[config.mk]
export PLATFORM = sky130hd
export DESIGN_NAME = wb_sram_bridge
export DESIGN_NICKNAME = d
export VERILOG_FILES = /design/src/rtl/wb_sram_bridge.sv
export SDC_FILE = /design/constraint.sdc
export NUM_CORES = 1
export LEC_CHECK = 0
export ABC_AREA = 1
export CORE_MARGIN = 2
export CORE_UTILIZATION = 31
export CTS_CLUSTER_SIZE = 8
export DETAILED_ROUTE_END_ITERATION = 10
export GPL_TIMING_DRIVEN = 0
export PLACE_DENSITY = 0.74
export REMOVE_ABC_BUFFERS = 1
export SLEW_MARGIN = 20
export SYNTH_ARGS = -nofsm -noshare
export SYNTH_HDL_FRONTEND = slang
export SYNTH_SLANG_ARGS = --single-unit
[constraint.sdc]
create_clock -name wb_clk_i -period 1.4 [get_ports wb_clk_i]
set_input_delay 0.14 -clock wb_clk_i [delete_from_list [all_inputs] [get_ports wb_clk_i]]
set_output_delay 0.14 -clock wb_clk_i [all_outputs]
set_load 0.02 [all_outputs]
[src/rtl/wb_sram_bridge.sv]
// Wishbone classic slave bridging onto a 1RW OpenRAM macro, with optional zero-fill after reset.
// Latency: request sampled at edge N, ack high between edges N+1 and N+2; one transfer per 3 cycles.
// Backpressure: requests stall (no ack) during the post-reset clear; off-window requests are ignored.
module wb_sram_bridge #(
  parameter logic [31:0] BASE_ADDR      = 32'h3000_0000,
  parameter logic [31:0] ADDR_MASK      = 32'hFFFF_FC00,
  parameter int          ADDR_WIDTH     = 8,
  parameter int          DATA_WIDTH     = 32,
  parameter int          CLEAR_ON_RESET = 1
) (
  input  logic                    wb_clk_i,
  input  logic                    wb_rst_i,
  input  logic                    wbs_stb_i,
  input  logic                    wbs_cyc_i,
  input  logic                    wbs_we_i,
  input  logic [DATA_WIDTH/8-1:0] wbs_sel_i,
  input  logic [31:0]             wbs_adr_i,
  input  logic [DATA_WIDTH-1:0]   wbs_dat_i,
  output logic                    wbs_ack_o,
  output logic [DATA_WIDTH-1:0]   wbs_dat_o,
  output logic                    sram_clk0,
  output logic                    sram_csb0,
  output logic                    sram_web0,
  output logic [DATA_WIDTH/8-1:0] sram_wmask0,
  output logic [ADDR_WIDTH-1:0]   sram_addr0,
  output logic [DATA_WIDTH-1:0]   sram_din0,
  input  logic [DATA_WIDTH-1:0]   sram_dout0,
  output logic                    init_done
);

  localparam int NUM_WMASKS = DATA_WIDTH / 8;
  localparam logic [ADDR_WIDTH-1:0] LAST_ADDR = {ADDR_WIDTH{1'b1}};

  localparam logic [1:0] ST_CLEAR = 2'd0;
  localparam logic [1:0] ST_IDLE  = 2'd1;
  localparam logic [1:0] ST_RESP  = 2'd2;
  localparam logic [1:0] ST_ACK   = 2'd3;

  logic [1:0]            state;
  logic [ADDR_WIDTH-1:0] clr_cnt;
  logic                  req_we;
  logic                  bus_req;
  logic                  hit;

  assign bus_req   = wbs_cyc_i & wbs_stb_i;
  assign hit       = bus_req & ((wbs_adr_i & ADDR_MASK) == BASE_ADDR);
  // The macro shares our clock so it latches pins on the same edge the FSM moves.
  assign sram_clk0 = wb_clk_i;

  // Macro pins are decoded straight from state and bus inputs; reset forces deselect.
  always_comb begin
    sram_csb0   = 1'b1;
    sram_web0   = 1'b1;
    sram_wmask0 = '0;
    sram_addr0  = '0;
    sram_din0   = '0;
    case (state)
      ST_CLEAR: begin
        sram_csb0   = 1'b0;
        sram_web0   = 1'b0;
        sram_wmask0 = {NUM_WMASKS{1'b1}};
        sram_addr0  = clr_cnt;
      end
      ST_IDLE: begin
        if (hit) begin
          sram_csb0   = 1'b0;
          sram_web0   = ~wbs_we_i;
          sram_wmask0 = wbs_we_i ? wbs_sel_i : '0;
          sram_addr0  = wbs_adr_i[ADDR_WIDTH+1:2];
          sram_din0   = wbs_dat_i;
        end
      end
      default: begin
      end
    endcase
    if (wb_rst_i) begin
      sram_csb0 = 1'b1;
    end
  end

  // Bridge FSM: clear sweep, request issue, response/abort, ack turnaround.
  always_ff @(posedge wb_clk_i) begin
    if (wb_rst_i) begin
      state     <= (CLEAR_ON_RESET != 0) ? ST_CLEAR : ST_IDLE;
      clr_cnt   <= '0;
      req_we    <= 1'b0;
      wbs_ack_o <= 1'b0;
      wbs_dat_o <= '0;
      init_done <= 1'b0;
    end else begin
      wbs_ack_o <= 1'b0;
      case (state)
        ST_CLEAR: begin
          clr_cnt <= clr_cnt + 1'b1;
          if (clr_cnt == LAST_ADDR) begin
            state     <= ST_IDLE;
            init_done <= 1'b1;
          end
        end
        ST_IDLE: begin
          // Without a clear sweep this is the first post-reset state, so flag ready here too.
          init_done <= 1'b1;
          if (hit) begin
            req_we <= wbs_we_i;
            state  <= ST_RESP;
          end
        end
        ST_RESP: begin
          // A master that drops cyc/stb here aborts; an issued write still lands in the macro.
          if (bus_req) begin
            wbs_ack_o <= 1'b1;
            if (!req_we) begin
              wbs_dat_o <= sram_dout0;
            end
            state <= ST_ACK;
          end else begin
            state <= ST_IDLE;
          end
        end
        default: begin
          state <= ST_IDLE;
        end
      endcase
    end
  end

endmodule
Word level (Yosys, flattened, before mapping)
Cells that the tools add are included.

Bits in registers: 45. Input bits: 105. Logic and storage cells: 44.

$add $sub $neg: 1. Equality and inequality tests: 6. Mux-type cells: 19. Bitwise operators: 5. Reductions and logical operators: 7.

Operators by type and width (count): 32-bit two-way mux (2); 22-bit by 20-bit == test with 1-bit output, second input constant (1); 8-bit case mux with 2 select lines (1); 8-bit by 1-bit adder with 8-bit output, second input constant (1); 8-bit == test, second input constant (1); 4-bit two-way mux (2); 8-bit two-way mux (1); 4-bit case mux with 2 select lines (1); 2-bit two-way mux (3); 1-bit case mux with 2 select lines (3); 2-bit case mux with 3 select lines (1); 2-bit AND reduction (3); 1-bit two-way mux (5); 2-bit inequality test, second input constant (2); 1-bit inverter (3); 3-bit AND reduction (1); 1-bit bitwise AND (2); 2-bit by 1-bit == test with 1-bit output, second input constant (1); 2-bit == test, second input constant (1); 2-bit zero test (1); 2-bit nonzero test (1); 2-bit OR reduction (1).

Logic depth before layout (Yosys ltp)
Word-level depth: 5. Mapped depth: 10. Mapped depth without buffers: 9.

==> metrics.txt <==
DR WL/cell=roughly 16 um; worst r2r dst=wbs_dat_o[9]; Pwr Density=around 540 nW/um^2; fraction of the mapped netlist area in adder cells=0.0250; Synth Area in XOR/XNOR=0; # setup viols final=between 80 and 90; Detailed Route WL=between 10 and 15 mm; post-synthesis simple-gate area fraction=0.373; port buffer count=183; count leader, synth=nor2_1; synthesized area per cell=between 7 and 8 um^2; leakage power=~2.5 nW; Worst Path Arrival=about 1.6 ns; Final Hold Vio Count=0; VDD IR max=0.000754 V; complex-gate fraction of the synthesized area=0.119; core area=a little under 8000 um^2; Tcrit/Tclk final=1.27; fraction of layout cells with a size suffix above 1=0.365; slowest stage cell, crit path=dfxtp_2; leading area contributor after synthesis=dfxtp_1; DIE HEIGHT=93.9 um; initial antenna violation count=0; failing checks=negative setup slack; largest net degree at the start of global routing=21; Seq/Total Area, Yosys=0.360; Nets=693; clk_skew=~0.0038 ns; via/cell ratio=about 4.6; Least-Margin Pin Slew=roughly 0.46 ns; outcome=finished, violations left; CTS tree=built; number of global-route vias before repair=3124; Initial Util=0.322; Synth top area share=0.360; largest family of logic cells by synthesized area=simple AND/OR/NAND/NOR gates; Post-synth EDFFs=0; Startpoint Class=register; fillcell total=between 600 and 700; IO Pins=approximately 190; critical-path cell list=inv_4 -> ha_4 -> buf_6 -> nand3_4 -> o21ai_4 -> buf_6; YS warnings=0; kind of critical path=reg2out; Area Overhead vs Synth=112%; Hold Path Class=in2reg; Fmax=approximately 0.56 GHz; mux cell area share after synthesis=0; DRC viols=0; post-DP HPWL=around 6.2 mm; die width=roughly 94 um; Pre-antenna DRT Iters=4; hold path start=wb_rst_i; Hold Path Depth=2; WP data required=1.26 ns; post-route antenna net violation count=0; Power, Total=between 2 and 3 mW; Post-synth top cells=nor2_1 (86), inv_1 (51), dfxtp_1 (45); Total GRT Usage=0.227; DR vias=~3200; setup_tns=-22.04 ns; cell mode on critical path=buf_6; RSZ-0062 raised after global routing=yes; hold_buf cts=0; post-synthesis cell area=2500 um^2; top cells by area in the synthesized netlist=dfxtp_1 (36%), nor2_4 (14%), nor2_1 (13%); Hold Path End=wbs_ack_o; worst reg-to-reg path cell count=11; global route overflow=0; dominant register cell in the synthesized netlist=dfxtp_1; Post-Place Worst Slack=-1.31 ns; setup ws final=-0.376 ns; Reg2Reg Launch Point=state[1]; die area=between 8000 and 9000 um^2; Row Count=32; max-slew violation count=0; Cell variety after synth=23; Worst Path Max Fanout=6; Reg clk slew, reported paths=around 0.08 ns; #FFs+latches synth=45; Worst R2R Setup Slack=-0.28 ns; Multi-input gate area=between 1500 and 2000 um^2; CP max stage delay=around 0.34 ns; critical path endpoint category=output pin; ant diodes=0; DRT iter0 DRCs=just over 100; worst skew pair latency=0.40 ns; FF+latch area=906 um^2; Gate Count Post-Synth=roughly 350; first-pass GRT wire length=15.6 mm; share of synthesized registers carrying an async set or reset=0; GPL Wtd Cong=0.785; slew margin rel.=0.690; Tmin final=1.78 ns; max_cap viols=0
## worst max-delay path by stage
| stage | from | to | slack [ns] | cells after the start |
|---|---|---|---|---|
| after floorplan | state[1] | sram_din0[0] | -0.51 | 4 |
| after global routing | state[0] | sram_addr0[3] | -0.43 | 5 |
| final | state[1] | sram_wmask0[2] | -0.38 | 6 |
| after detailed placement | wbs_adr_i[29] | sram_din0[28] | -1.31 | 10 |
| after CTS | state[1] | sram_din0[13] | -0.35 | 7 |
| after global placement | wbs_adr_i[29] | sram_din0[28] | -1.27 | 10 |
## cells by family (layout without fill, tap and decap cells)
| kind of cell | after synthesis | count (layout) |
|---|---|---|
| compound gates | 59 | 59 |
| fa+ha+maj | 5 | 5 |
| buf+inv | 68 | 300 |
| flops | 45 | 45 |
| simple gates | 169 | 174 |
## per-layer routing
metal  track usage  share of wire  vias up  wire length [um]
met3        0.0698          0.071       25               771
met4        0.0725          0.019        0               207
met1         0.258           0.39     1477              4200
li1              -              -     1540                 -
met5             0              0        -                 0
met2         0.404           0.52      132              5690
## cells in the final DEF (no fill, tap or decap), types with 4 or more instances in the layout
| cell type | instances |
|---|---|
| clkdlybuf4s50_1 | 77 |
| dlygate4sd2_1 | 56 |
| nor2_1 | 54 |
| buf_6 | 48 |
| inv_1 | 45 |
| nor2_4 | 44 |
| dfxtp_1 | 43 |
| o21ai_0 | 29 |
| buf_4 | 27 |
| nor2_2 | 23 |
| nand2_1 | 19 |
| buf_2 | 15 |
| o21ai_1 | 14 |
| nand3_1 | 11 |
| a21oi_1 | 10 |
| clkbuf_8 | 9 |
| buf_12 | 7 |
| nand2_2 | 6 |
| clkinvlp_4 | 5 |
| nand2_8 | 5 |
| clkdlybuf4s15_1 | 4 |
## state kept, by name (all words and copies together), names as in the netlist
name and cells:
state 2, req_we 1, wbs_dat_o 32, init_done 1, wbs_ack_o 1, clr_cnt 8
## critical path: cells and delay by family (launching register included)
family          cells  cell delay (ns)
compound gates      1             0.23
fa+ha+maj           1             0.19
buf+inv             3             0.35
flops               1             0.34
simple gates        1             0.13
## layout make-up
class | count | area share
Timing Repair Buffer | 234 | 0.426
Clock buffer | 11 | 0.0257
Multi-Input combinational cell | 238 | 0.310
Inverter | 52 | 0.0398
Tap cell | 102 | 0.0240
Sequential cell | 45 | 0.170
Timing Repair inverter | 3 | 0.00377
## repair_timing
action / in CTS / in global routing
endpoints found under the hold margin: 0 / 0
setup buffers: 37 / 13
gates cloned: 10 / 1
pin swaps: 35 / 25
resized for setup: 393 / 53
setup endpoints to repair: 124 / 84
## power by group
part	leakage, nW	internal, mW	switching, mW
registers	0.364	1.28	0.00831
logic	2.02	0.275	0.169
clock network	0.0712	0.602	0.528
total	2.45	2.16	0.705
## metrics by stage
step / instances / utilization / area, um^2 / hold WS, ns
after floorplan: 330 / - / 2390 / 0.140
after detailed placement: 615 / 0.560 / 4350 / 0.468
after CTS: 672 / 0.648 / 5030 / 0.299
after global placement: 615 / 0.560 / 4350 / 0.460
final: 685 / 0.684 / 5320 / 0.297
after global routing: 685 / 0.684 / 5320 / 0.315
No activity file was read; power rests on OpenSTA's default activity.
